===== config.mk =====
export PLATFORM = sky130hd
export DESIGN_NAME = approx_err_monitor
export DESIGN_NICKNAME = d
export VERILOG_FILES = /design/src/rtl/approx_err_monitor_pkg.sv /design/src/rtl/approx_err_calc.sv /design/src/rtl/approx_err_monitor.sv
export SDC_FILE = /design/constraint.sdc
export NUM_CORES = 1
export LEC_CHECK = 0
export ABC_AREA = 1
export BUFFER_PORTS_ARGS = -buffer_cell sky130_fd_sc_hd__buf_2
export CAP_MARGIN = 20
export CORE_MARGIN = 3
export CORE_UTILIZATION = 40
export DETAILED_ROUTE_END_ITERATION = 6
export PLACE_DENSITY = 0.66
export SLEW_MARGIN = 25
export SYNTH_ARGS = -nofsm -noshare
export SYNTH_HDL_FRONTEND = slang
export SYNTH_HIERARCHICAL = 1
export SYNTH_SLANG_ARGS = --single-unit

===== constraint.sdc =====
create_clock -name clk -period 4.3 [get_ports clk]
set_clock_uncertainty 0.1 [all_clocks]
set_input_delay 0.43 -clock clk [delete_from_list [all_inputs] [get_ports clk]]
set_output_delay 0.43 -clock clk [all_outputs]
set_load 0.01 [all_outputs]

===== src/rtl/approx_err_monitor_pkg.sv =====
// rtl/approx_err_monitor_pkg.sv - shared types and constants for the approximate-multiplier error monitor
// Contents: FSM state encoding, drain length, default counter/sum widths,
// operand/product widths shared with the 8x8 multiplier family.
package approx_err_monitor_pkg;

  typedef enum logic [1:0] {
    ST_IDLE  = 2'd0,
    ST_RUN   = 2'd1,
    ST_DRAIN = 2'd2,
    ST_DONE  = 2'd3
  } state_e;

  // One cycle per pipeline stage (S1, S2) between acceptance and accumulation.
  localparam int DRAIN_CYCLES = 2;

  localparam int CNT_W_DEF = 17;
  localparam int SUM_W_DEF = 33;

  localparam int OP_W   = 8;
  localparam int PROD_W = 16;

endpackage


===== src/rtl/approx_err_calc.sv =====
// rtl/approx_err_calc.sv - two-stage exact-vs-approximate product error pipeline
// Ports:
//   clk, rst           clock, synchronous active-high reset
//   valid_i            accepted triple on this cycle
//   a_i, b_i, prod_i   operands and approximate product
//   valid_o            valid_i delayed by two cycles
//   ed_o               |exact - approx|
//   diff_o             approx - exact, two's complement, PROD_W+1 bits
//   mis_o              approx != exact
module approx_err_calc
  import approx_err_monitor_pkg::*;
(
  input  logic              clk,
  input  logic              rst,
  input  logic              valid_i,
  input  logic [OP_W-1:0]   a_i,
  input  logic [OP_W-1:0]   b_i,
  input  logic [PROD_W-1:0] prod_i,
  output logic              valid_o,
  output logic [PROD_W-1:0] ed_o,
  output logic [PROD_W:0]   diff_o,
  output logic              mis_o
);

  logic              s1_v_q;
  logic [PROD_W-1:0] exact_q;
  logic [PROD_W-1:0] approx_q;
  logic              s2_v_q;
  logic [PROD_W-1:0] ed_q;
  logic [PROD_W:0]   diff_q;
  logic              mis_q;

  logic [PROD_W-1:0] exact_d;
  logic [PROD_W-1:0] ed_d;
  logic [PROD_W:0]   diff_d;

  // Zero-extend before multiplying so the full 16-bit product is kept.
  assign exact_d = {{(PROD_W-OP_W){1'b0}}, a_i} * {{(PROD_W-OP_W){1'b0}}, b_i};
  assign ed_d    = (exact_q >= approx_q) ? (exact_q - approx_q) : (approx_q - exact_q);
  assign diff_d  = {1'b0, approx_q} - {1'b0, exact_q};

  always_ff @(posedge clk) begin
    if (rst) begin
      s1_v_q   <= 1'b0;
      s2_v_q   <= 1'b0;
      exact_q  <= '0;
      approx_q <= '0;
      ed_q     <= '0;
      diff_q   <= '0;
      mis_q    <= 1'b0;
    end else begin
      s1_v_q   <= valid_i;
      exact_q  <= exact_d;
      approx_q <= prod_i;
      s2_v_q   <= s1_v_q;
      ed_q     <= ed_d;
      diff_q   <= diff_d;
      mis_q    <= (ed_d != '0);
    end
  end

  assign valid_o = s2_v_q;
  assign ed_o    = ed_q;
  assign diff_o  = diff_q;
  assign mis_o   = mis_q;

endmodule


===== src/rtl/approx_err_monitor.sv =====
// rtl/approx_err_monitor.sv - run-based error statistics for an 8x8 approximate multiplier
// Ports:
//   clk, rst                 clock, synchronous active-high reset
//   start                    begin a run (honoured in IDLE or DONE)
//   in_valid/in_ready        operand/product handshake
//   in_a, in_b, in_prod      operands and approximate product
//   busy, done               RUN/DRAIN and DONE indicators
//   sample_cnt               samples accepted in this run
//   err_sum, bias_sum        sum |exact-approx|, signed sum (approx-exact)
//   err_max, mismatch_cnt    largest error distance, count of nonzero errors
module approx_err_monitor
  import approx_err_monitor_pkg::*;
#(
  parameter int N_SAMPLES = 65536,
  parameter int CNT_W     = CNT_W_DEF,
  parameter int SUM_W     = SUM_W_DEF
) (
  input  logic               clk,
  input  logic               rst,
  input  logic               start,
  input  logic               in_valid,
  output logic               in_ready,
  input  logic [OP_W-1:0]    in_a,
  input  logic [OP_W-1:0]    in_b,
  input  logic [PROD_W-1:0]  in_prod,
  output logic               busy,
  output logic               done,
  output logic [CNT_W-1:0]   sample_cnt,
  output logic [SUM_W-1:0]   err_sum,
  output logic [SUM_W:0]     bias_sum,
  output logic [PROD_W-1:0]  err_max,
  output logic [CNT_W-1:0]   mismatch_cnt
);

  localparam logic [CNT_W-1:0] N_LAST = CNT_W'(N_SAMPLES);

  state_e            state_q, state_d;
  logic [CNT_W-1:0]  cnt_q, cnt_d;
  logic              ready_q, ready_d;
  logic [1:0]        drain_q, drain_d;
  logic [SUM_W-1:0]  err_sum_q, err_sum_d;
  logic [SUM_W:0]    bias_q, bias_d;
  logic [PROD_W-1:0] max_q, max_d;
  logic [CNT_W-1:0]  mis_cnt_q, mis_cnt_d;

  logic              accept;
  logic              calc_v;
  logic [PROD_W-1:0] calc_ed;
  logic [PROD_W:0]   calc_diff;
  logic              calc_mis;

  // ready_q is only ever set in RUN; the state term keeps stray beats out regardless.
  assign accept = in_valid && ready_q && (state_q == ST_RUN);

  approx_err_calc u_calc (
    .clk     (clk),
    .rst     (rst),
    .valid_i (accept),
    .a_i     (in_a),
    .b_i     (in_b),
    .prod_i  (in_prod),
    .valid_o (calc_v),
    .ed_o    (calc_ed),
    .diff_o  (calc_diff),
    .mis_o   (calc_mis)
  );

  always_comb begin
    state_d   = state_q;
    cnt_d     = cnt_q;
    ready_d   = ready_q;
    drain_d   = drain_q;
    err_sum_d = err_sum_q;
    bias_d    = bias_q;
    max_d     = max_q;
    mis_cnt_d = mis_cnt_q;

    // Accumulate first so that a clear on start (below) takes priority.
    if (calc_v) begin
      err_sum_d = err_sum_q + {{(SUM_W-PROD_W){1'b0}}, calc_ed};
      bias_d    = bias_q + {{(SUM_W-PROD_W){calc_diff[PROD_W]}}, calc_diff};
      max_d     = (calc_ed > max_q) ? calc_ed : max_q;
      mis_cnt_d = mis_cnt_q + {{(CNT_W-1){1'b0}}, calc_mis};
    end

    unique case (state_q)
      ST_IDLE, ST_DONE: begin
        if (start) begin
          state_d   = ST_RUN;
          cnt_d     = '0;
          ready_d   = 1'b1;
          err_sum_d = '0;
          bias_d    = '0;
          max_d     = '0;
          mis_cnt_d = '0;
        end
      end
      ST_RUN: begin
        if (accept) begin
          cnt_d = cnt_q + 1'b1;
          if (cnt_d == N_LAST) begin
            state_d = ST_DRAIN;
            ready_d = 1'b0;
            drain_d = 2'd0;
          end
        end
      end
      ST_DRAIN: begin
        drain_d = drain_q + 2'd1;
        if (drain_q == 2'(DRAIN_CYCLES - 1)) begin
          state_d = ST_DONE;
        end
      end
      default: begin
        state_d = ST_IDLE;
        ready_d = 1'b0;
      end
    endcase
  end

  always_ff @(posedge clk) begin
    if (rst) begin
      state_q   <= ST_IDLE;
      cnt_q     <= '0;
      ready_q   <= 1'b0;
      drain_q   <= 2'd0;
      err_sum_q <= '0;
      bias_q    <= '0;
      max_q     <= '0;
      mis_cnt_q <= '0;
    end else begin
      state_q   <= state_d;
      cnt_q     <= cnt_d;
      ready_q   <= ready_d;
      drain_q   <= drain_d;
      err_sum_q <= err_sum_d;
      bias_q    <= bias_d;
      max_q     <= max_d;
      mis_cnt_q <= mis_cnt_d;
    end
  end

  assign in_ready     = ready_q;
  assign busy         = (state_q == ST_RUN) || (state_q == ST_DRAIN);
  assign done         = (state_q == ST_DONE);
  assign sample_cnt   = cnt_q;
  assign err_sum      = err_sum_q;
  assign bias_sum     = bias_q;
  assign err_max      = max_q;
  assign mismatch_cnt = mis_cnt_q;

endmodule


* Word-level counts from Yosys, hierarchy flattened *
Index checks and enable logic that the tools add are counted.

word-level totals
  bits in registers = 190
  input port bits = 36
  word-level logic and storage cells = 76

operators by class
  add/subtract/negate cells = 8
  multiply operators = 1
  order comparisons = 2
  equality and inequality tests = 9
  multiplexer cells = 29
  reduce and logical (&&, ||, !) cells = 12

operator list
  cell                     count
  $mux W34                 3
  $mux W33                 3
  $mux W17                 5
  $mux W16                 5
  $add A34 B34 Y34         1
  $pmux W17 S2             1
  $add A33 B16 Y33         1
  $sub A16 B16 Y16         2
  $add A17 B1 Y17          1
  $add A17 B1 Y17 const B  1
  $eq A17 B17 Y1 const B   1
  $sub A16 B16 Y17         1
  $ge A16 B16 Y1           1
  $gt A16 B16 Y1           1
  $mul A8 B8 Y16           1
  $reduce_bool A16 Y1      1
  $mux W2                  6
  $reduce_and A4 Y1        2
  $pmux W2 S3              1
  $reduce_and A3 Y1        2
  $eq A2 B1 Y1 const B     2
  $eq A2 B2 Y1 const B     2
  $ne A2 B1 Y1 const B     2
  $ne A2 B2 Y1 const B     2
  9 further kinds          13

* Depth between registers and ports, before layout *
Gate-level depths: netlist (run 1).

  depth after elaboration = 5
  mapped depth = 23

* By module *
Netlist (run 1), hierarchy kept.

modules (own cells, without submodules)
  module              times used  cells an instance  area an instance (µm²)  sequential area each (µm²)
  approx_err_monitor  1           1391               8770.9                  2442.3
  approx_err_calc     1           947                6231.0                  1341.3

* Worst setup path after synthesis (run 1) *
No wires, ideal clock.

  kind = input to register
  start = in in_a[0]
  end = reg u_calc.exact_q[14]
  arrival = 4068 ps
  required time = 4078 ps
  setup slack = 10 ps
  stages = 17
  cells stage by stage = clkbuf_1 nand2_1 fa_1 fa_1 inv_1 fa_1 inv_1 fa_1 inv_1 ha_1 a21oi_1 o21ai_0 a21oi_1 nand3b_1 o21ai_0 o21ai_0 a21oi_1

on the way
  longest elaborated chain between the ends = 1

RTL lines
  item                    RTL line                  text
  start: declaration      approx_err_monitor.sv:23  input logic [OP_W-1:0] in_a,
  $mul A8 B8 Y16          approx_err_calc.sv:38     assign exact_d = {{(PROD_W-OP_W){1'b0}}, a_i} * {{(PROD_W-OP_W){1'b0}}, b_i};
  end signal: assignment  approx_err_calc.sv:53     exact_q <= exact_d;
  end: declaration        approx_err_calc.sv:26     logic [PROD_W-1:0] exact_q;

Every way passes these cells.
A chain may end at the register's enable or synchronous reset.

* Worst setup path after layout (run 1) *
  start = in in_b[7]
  end = reg u_calc.exact_q[14]

on the way
  longest elaborated chain between the ends = 1

RTL lines
  item                RTL line                  text
  start: declaration  approx_err_monitor.sv:24  input logic [OP_W-1:0] in_b,
  $mul A8 B8 Y16      approx_err_calc.sv:38

Every way passes these cells.

==> summary.txt, run 1 <==
status = finished clean
number of library cell types mapped by synthesis = 48
worst skew pair latency = 0.46 ns
Die W = 200 um
worst vdd ir = 0.000286 V
synth warn = 6
initial antenna violation count = 0
die area = 39900 sq um
fin nets = 2693
most common cell after layout, fill and taps aside = nand2_1
Flop pwr share = 29.6%
WL/cell = 13.6 um
diode count = 0
Post-Syn Area = 15000 sq um
number of placement rows = 70
global-route wire length before repair = 65.4 mm
Critical path buffers and inverters = 4
unrepaired setup endpoints after global routing = false
average size of a mapped cell = 6.42 sq um
top-level port count = 156
Hold Crit Start = in_prod[2]
commonest cells after routing, fill and taps aside = nand2_1, inv_1, nor2_1
Max H-tree Level = 4
FF-to-FF path depth = 15
post-CTS setup buffers = 0
sequential share of the synthesized area = 25.2%
Hold Path Depth = 3
Max Cap Viol = 0
Num CTS Buffers = 17
via count = 14600
clk sinks = 189
WHS Endpoint = u_calc/approx_q[2]$_SDFF_PP0_
number of synthesized flops with an enable pin = 0
Hold Crit Class = in -> reg
Reg clk slew, reported paths = 0.08 ns
Buffers on Ports = 155
critical path type = in -> reg
Worst Max-Slew Pin Slew = 0.995 ns
total power draw = 7370 uW
largest net degree at the start of global routing = 80
leakage = 0.00888 uW
Slew HR = 33.3%
GR Util All Layers = 20.1%
Synth Flop Type = dfxtp_1
CTS tree = done
GP Congestion = 0.937
Required @ worst endpoint = 4.54 ns
grt ovf = 0
Core Area = 36800 sq um
Power Internal = 4060 uW
CP delay by family, top = adder cells
crit path max fanout = 5
crit share post-route = 91.6%
critical path's largest stage delay = 0.54 ns
syn_nets = 2555
CP most frequent cell = fa_1
r2r endpoint = bias_sum[32]$_SDFF_PP0_
Area Overhead vs Synth = 12.8%
count of final hold-check violations = 0
vias per cell = 4.94
Final setup viols = 0
# placed instances = 2925
CP cell instances = buf_2 -> nand2_1 -> fa_1 -> fa_1 -> inv_1 -> fa_1 -> inv_1 -> fa_1 -> inv_1 -> ha_1 -> a21oi_1 -> o21ai_0 -> a21oi_1 -> nand3b_1 -> o21ai_0 -> o21ai_0 -> a21oi_1
drt first pass iters = 5
Comb pwr share = 47.4%
worst r2r src = u_calc/diff_o[0]$_SDFF_PP0_
Net Switching = 3310 uW
ys async rst share = 0%
CP Capture Type = flop
Post-DP HPWL = 32.3 mm
max frequency = 254 MHz
PostCTS Resize Cnt = 0
synthesized flop and latch total = 189
Max stage delay cell, worst path = fa_1
CP arrival = 4.18 ns
gate count after technology mapping = 2338
vias in the first global route = 13600
final-report max-slew violation count = 0
Chip Height = 200 um
CTS max path bufs = 2
flop2flop setup slack = 1.30 ns
hold buffer count at CTS = 0
clk root buf = clkbuf_16
initial cell density of the core = 40.8%
startpoint types = primary input
Clk network pwr share = 23.0%
share of layout cells above drive strength 1 = 10.9%
Initial DRC Count = 820
PwrDens = 436 nW/um^2
DRC Markers = 0
final wirelength = 40.2 mm
switch share = 44.9%
final cell count without fillers = 2957
crit path from = in_b[7]
post-route ant nets = 0
clock period minus worst slack = 3.94 ns
==> cell usage after synthesis, types with 2 or more instances <==
library cell	number	area [sq um]
nand2_1	554	2080
inv_1	423	1590
nor2_1	302	1130
dfxtp_1	189	3780
a21oi_1	172	861
ha_1	141	1760
nand3_1	126	631
o21ai_0	105	526
fa_1	40	801
clkbuf_1	39	146
nor3_1	35	175
nand4_1	32	200
xor2_1	24	210
o211ai_1	15	113
nand2_2	12	75.1
nor2_2	11	68.8
o21ai_1	11	55.1
or2_2	11	68.8
buf_1	8	30.0
inv_2	8	30.0
o21bai_1	8	60.1
xnor2_1	8	70.1
buf_2	7	35.0
a211oi_1	6	45.0
a21o_1	6	45.0
nand3b_1	5	37.5
o21a_1	5	37.5
buf_4	4	30.0
a31oi_1	3	18.8
buf_6	3	33.8
nand3_2	3	30.0
a21oi_4	2	32.5
and2_1	2	12.5
clkinv_1	2	7.51
nand2_4	2	22.5
nor4_1	2	12.5
==> worst min-delay path, cell delays in order <==
cell and delay (ns):
buf_2 0.10, inv_1 0.04, nor2_1 0.03
==> state kept, by name, summed over array words and instances (netlist names), 2 cells and up <==
name and flops:
u_calc/exact_q 16, u_calc/approx_q 16, u_calc/ed_o 15, err_max 16, sample_cnt 17, state_q 2, u_calc/diff_o 17, err_sum 33
mismatch_cnt 17, drain_q 2, bias_sum 34
==> power groups by stage <==
stage | sequential, uW | combinational, uW | clock (uW)
5_1_grt | 2210 | 4020 | 1820
3_3_place_gp | 2230 | 3420 | 0
4_1_cts | 2190 | 3490 | 1750
6_report | 2180 | 3490 | 1700
3_5_place_dp | 2230 | 3470 | 0
2_1_floorplan | 2110 | 2690 | 0
==> how the worst max path moves through the flow <==
stage,cells after the start,slack (ns),endpoint
6_report,17,0.36,u_calc/exact_q[14]$_SDFF_PP0_
4_1_cts,17,0.39,u_calc/exact_q[14]$_SDFF_PP0_
3_3_place_gp,21,-0.04,u_calc/exact_q[13]$_SDFF_PP0_
2_1_floorplan,17,0.01,u_calc/exact_q[14]$_SDFF_PP0_
5_1_grt,17,0.13,u_calc/exact_q[14]$_SDFF_PP0_
3_5_place_dp,17,-0.1,u_calc/exact_q[14]$_SDFF_PP0_
==> per-stage QoR <==
stage / setup TNS, ns / util, % / instance area [sq um] / worst slack [ns] / hold slack (ns)
after floorplan: 0 / - / 15000 / 0.00977 / 0.288
after global placement: -0.0844 / 44.3 / 16300 / -0.0434 / 0.352
after detailed placement: -0.182 / 44.3 / 16300 / -0.0991 / 0.354
after CTS: 0 / 46.0 / 16900 / 0.395 / 0.0509
after global routing: 0 / 46.0 / 16900 / 0.131 / 0.0553
final: 0 / 46.0 / 16900 / 0.361 / 0.0780
==> per-layer routing <==
layer | part of all wire [%] | up-vias | routed length, um | GRT usage (%)
met3 | 4.3 | 46 | 1740 | 3.22
li1 | - | 7618 | - | -
met5 | 0 | - | 0 | 0
met1 | 46 | 6638 | 18700 | 26.0
met2 | 47 | 315 | 19100 | 35.0
met4 | 1.8 | 0 | 720 | 5.04
==> area by class of cell <==
class	instances	area, sq um
Fill cell	3830	19900
Multi-Input combinational cell	1655	9330
Sequential cell	189	3790
Inverter	433	1630
Timing Repair Buffer	180	963
Tap cell	468	586
Clock buffer	18	429
Clock inverter	14	195
==> kinds of logic (layout without fill, tap and decap cells) <==
group | count (synthesis) | in the layout | synth area share [%]
xor gates and xnor gates | 32 | 32 | 1.87
and+or+nand+nor | 1102 | 1102 | 30.7
DFF | 189 | 189 | 25.2
AOI/OAI and AO/OA | 340 | 340 | 12.4
adders and majority gates | 181 | 181 | 17.1
buffers and inverters | 494 | 645 | 12.7
Note: power is estimated with default switching activity, not from simulation.
==> run 2: changes to the inputs <==
- REMOVE_ABC_BUFFERS: default -> 1
==> run 2 against run 1 <==
  * Via count is 0.40% lower
  * Count of clock-buffer cells in the layout is 1 lower
  * Final area is 0.20% lower
  * First-iteration DRC count is 5.1% lower
  * Sequential cell count stayed put
  * Highest routed layer unchanged
  * Critical endpoint unchanged
  * Combinational power hardly changed
==> summary.txt, run 2 (synthesized netlist as in run 1, its figures left out) <==
number of placement rows = 70 (unchanged)
Required @ worst endpoint = 4.52 ns (-0.02 ns)
global-route wire length before repair = 66.1 mm (+1.0%)
Core Area = 36800 sq um (unchanged)
Slew HR = 42.2% (+8.9 points)
GRT met1 Usage = 25.8% (-0.21 points)
Cell Area, Placed = 16300 sq um (unchanged)
final core utilization = 45.9% (-0.092 points)
initial antenna violation count = 0 (unchanged)
via count = 14600 (-0.40%)
CTS tree = done
die area = 39900 sq um (unchanged)
GR peak layer = met2
commonest cells after routing, fill and taps aside = nand2_1, inv_1, nor2_1
Hold WS = 0.0876 ns (+0.00959 ns)
crit path max fanout = 7 (+2)
met2 GRT Util = 36.0% (+0.99 points)
CP Capture Type = flop
Num CTS Buffers = 17 (unchanged)
GR Util All Layers = 20.1% (+0.028 points)
top-level port count = 156 (unchanged)
max FFs per register = 34 (unchanged)
initial cell density of the core = 40.8% (unchanged)
grt ovf = 0 (unchanged)
Initial DRC Count = 778 (-5.1%)
count of final hold-check violations = 0 (unchanged)
crit share post-route = 91.0% (-0.58 points)
Chip Height = 200 um (unchanged)
Die W = 200 um (unchanged)
share of layout cells above drive strength 1 = 10.9% (about the same)
worst vdd ir = 0.000350 V (+23%)
Reg clk slew, reported paths = 0.07 ns (about the same)
Area Overhead vs Synth = 12.5%
DRC Markers = 0 (unchanged)
startpoint types = primary input
unrepaired setup endpoints after global routing = false
design area = 16900 sq um (-0.20%)
final-report max-slew violation count = 0 (unchanged)
vias per cell = 4.93 (-0.36%)
Max Cap Viol = 0 (unchanged)
clk root buf = clkbuf_16
diode count = 0 (unchanged)
max frequency = 255 MHz (+0.63%)
clk sinks = 189 (unchanged)
status = finished clean
total power draw = 7270 uW (-1.4%)
PwrDens = 431 nW/um^2 (-1.2%)
critical path type = in -> reg
Global Route met3 Usage = 2.73% (-0.49 points)
drt first pass iters = 6 (+1)
largest net degree at the start of global routing = 84 (+5.0%)
CTS max path bufs = 2 (unchanged)
vias in the first global route = 13900 (+1.8%)
Worst Max-Slew Pin Slew = 0.866 ns (-0.129 ns)
clock period minus worst slack = 3.91 ns (-0.0248 ns)
GP Congestion = 0.895 (-4.5%)
WL/cell = 13.4 um (-1.2%)
final wirelength = 39.7 mm (-1.2%)
CP arrival = 4.14 ns (-0.04 ns)
post-route ant nets = 0 (unchanged)
Fill cells = 3825 (-0.13%)
leakage = 0.00887 uW (-0.14%)
Post-DP HPWL = 31.8 mm (-1.8%)
fin nets = 2693 (unchanged)
worst skew pair latency = 0.45 ns (about the same)
Final setup viols = 0 (unchanged)
Hold Crit Class = in -> reg
Max H-tree Level = 4 (unchanged)
Buffers on Ports = 155 (unchanged)
most common cell after layout, fill and taps aside = nand2_1
post-CTS setup buffers = 0 (unchanged)
run 2: metal layers:
metal | wire length [um] | vias to the layer above
li1 | - | 7625
met3 | 1580 | 36
met5 | 0 | -
met4 | 564 | 0
met1 | 18200 | 6605
met2 | 19400 | 293
run 2: final timing paths:
path,startpoint,to,slack [ns],cells after the start
max,in_b[4],u_calc/exact_q[14]$_SDFF_PP0_,0.39,17
min,in_prod[9],u_calc/approx_q[9]$_SDFF_PP0_,0.09,3
min reg2reg,u_calc/s1_v_q$_SDFF_PP0_,u_calc/valid_o$_SDFF_PP0_,0.30,2
max reg2reg,u_calc/diff_o[0]$_SDFF_PP0_,bias_sum[32]$_SDFF_PP0_,1.37,15
run 2: power by group:
| group | switching, uW | internal (uW) | leakage [uW] |
|---|---|---|---|
| Combinational | 2310 | 1210 | 0.00704 |
| Clock | 813 | 786 | 0.000291 |
| Sequential | 199 | 1960 | 0.00154 |
run 2: worst max-delay path, cell delays in order:
cell and delay, ns:
buf_2 0.17, nand2_1 0.10, fa_1 0.50, fa_1 0.49, inv_1 0.05, fa_1 0.53, inv_1 0.06, fa_1 0.52
inv_1 0.04, ha_1 0.33, a21oi_1 0.14, o21ai_0 0.09, a21oi_1 0.19, nand3b_1 0.16, o21ai_1 0.08, o21ai_0 0.18
a21oi_1 0.06
run 2: layout make-up:
type,count,area [sq um],area share [%]
multi-input combinational,1655,9330,55.3
sequential,189,3790,22.4
inverter,433,1630,9.63
timing repair buffer,180,963,5.71
tap,468,586,3.47
clock buffer,17,425,2.52
clock inverter,14,165,0.978
run 2: through the flow:
step / setup TNS [ns] / setup WS (ns) / cells
3_5_place_dp: -0.116 / -0.0618 / 2925
6_report: 0 / 0.385 / 2956
4_1_cts: 0 / 0.382 / 2956
2_1_floorplan: -14.83 / -0.442 / 2277
3_3_place_gp: -0.0378 / -0.0235 / 2925
5_1_grt: 0 / 0.0544 / 2956
run 2: timing repair:
action,4_1_cts,5_1_grt
hold buffers,0,0
resized for setup,0,1
endpoints found under the setup margin,0,1
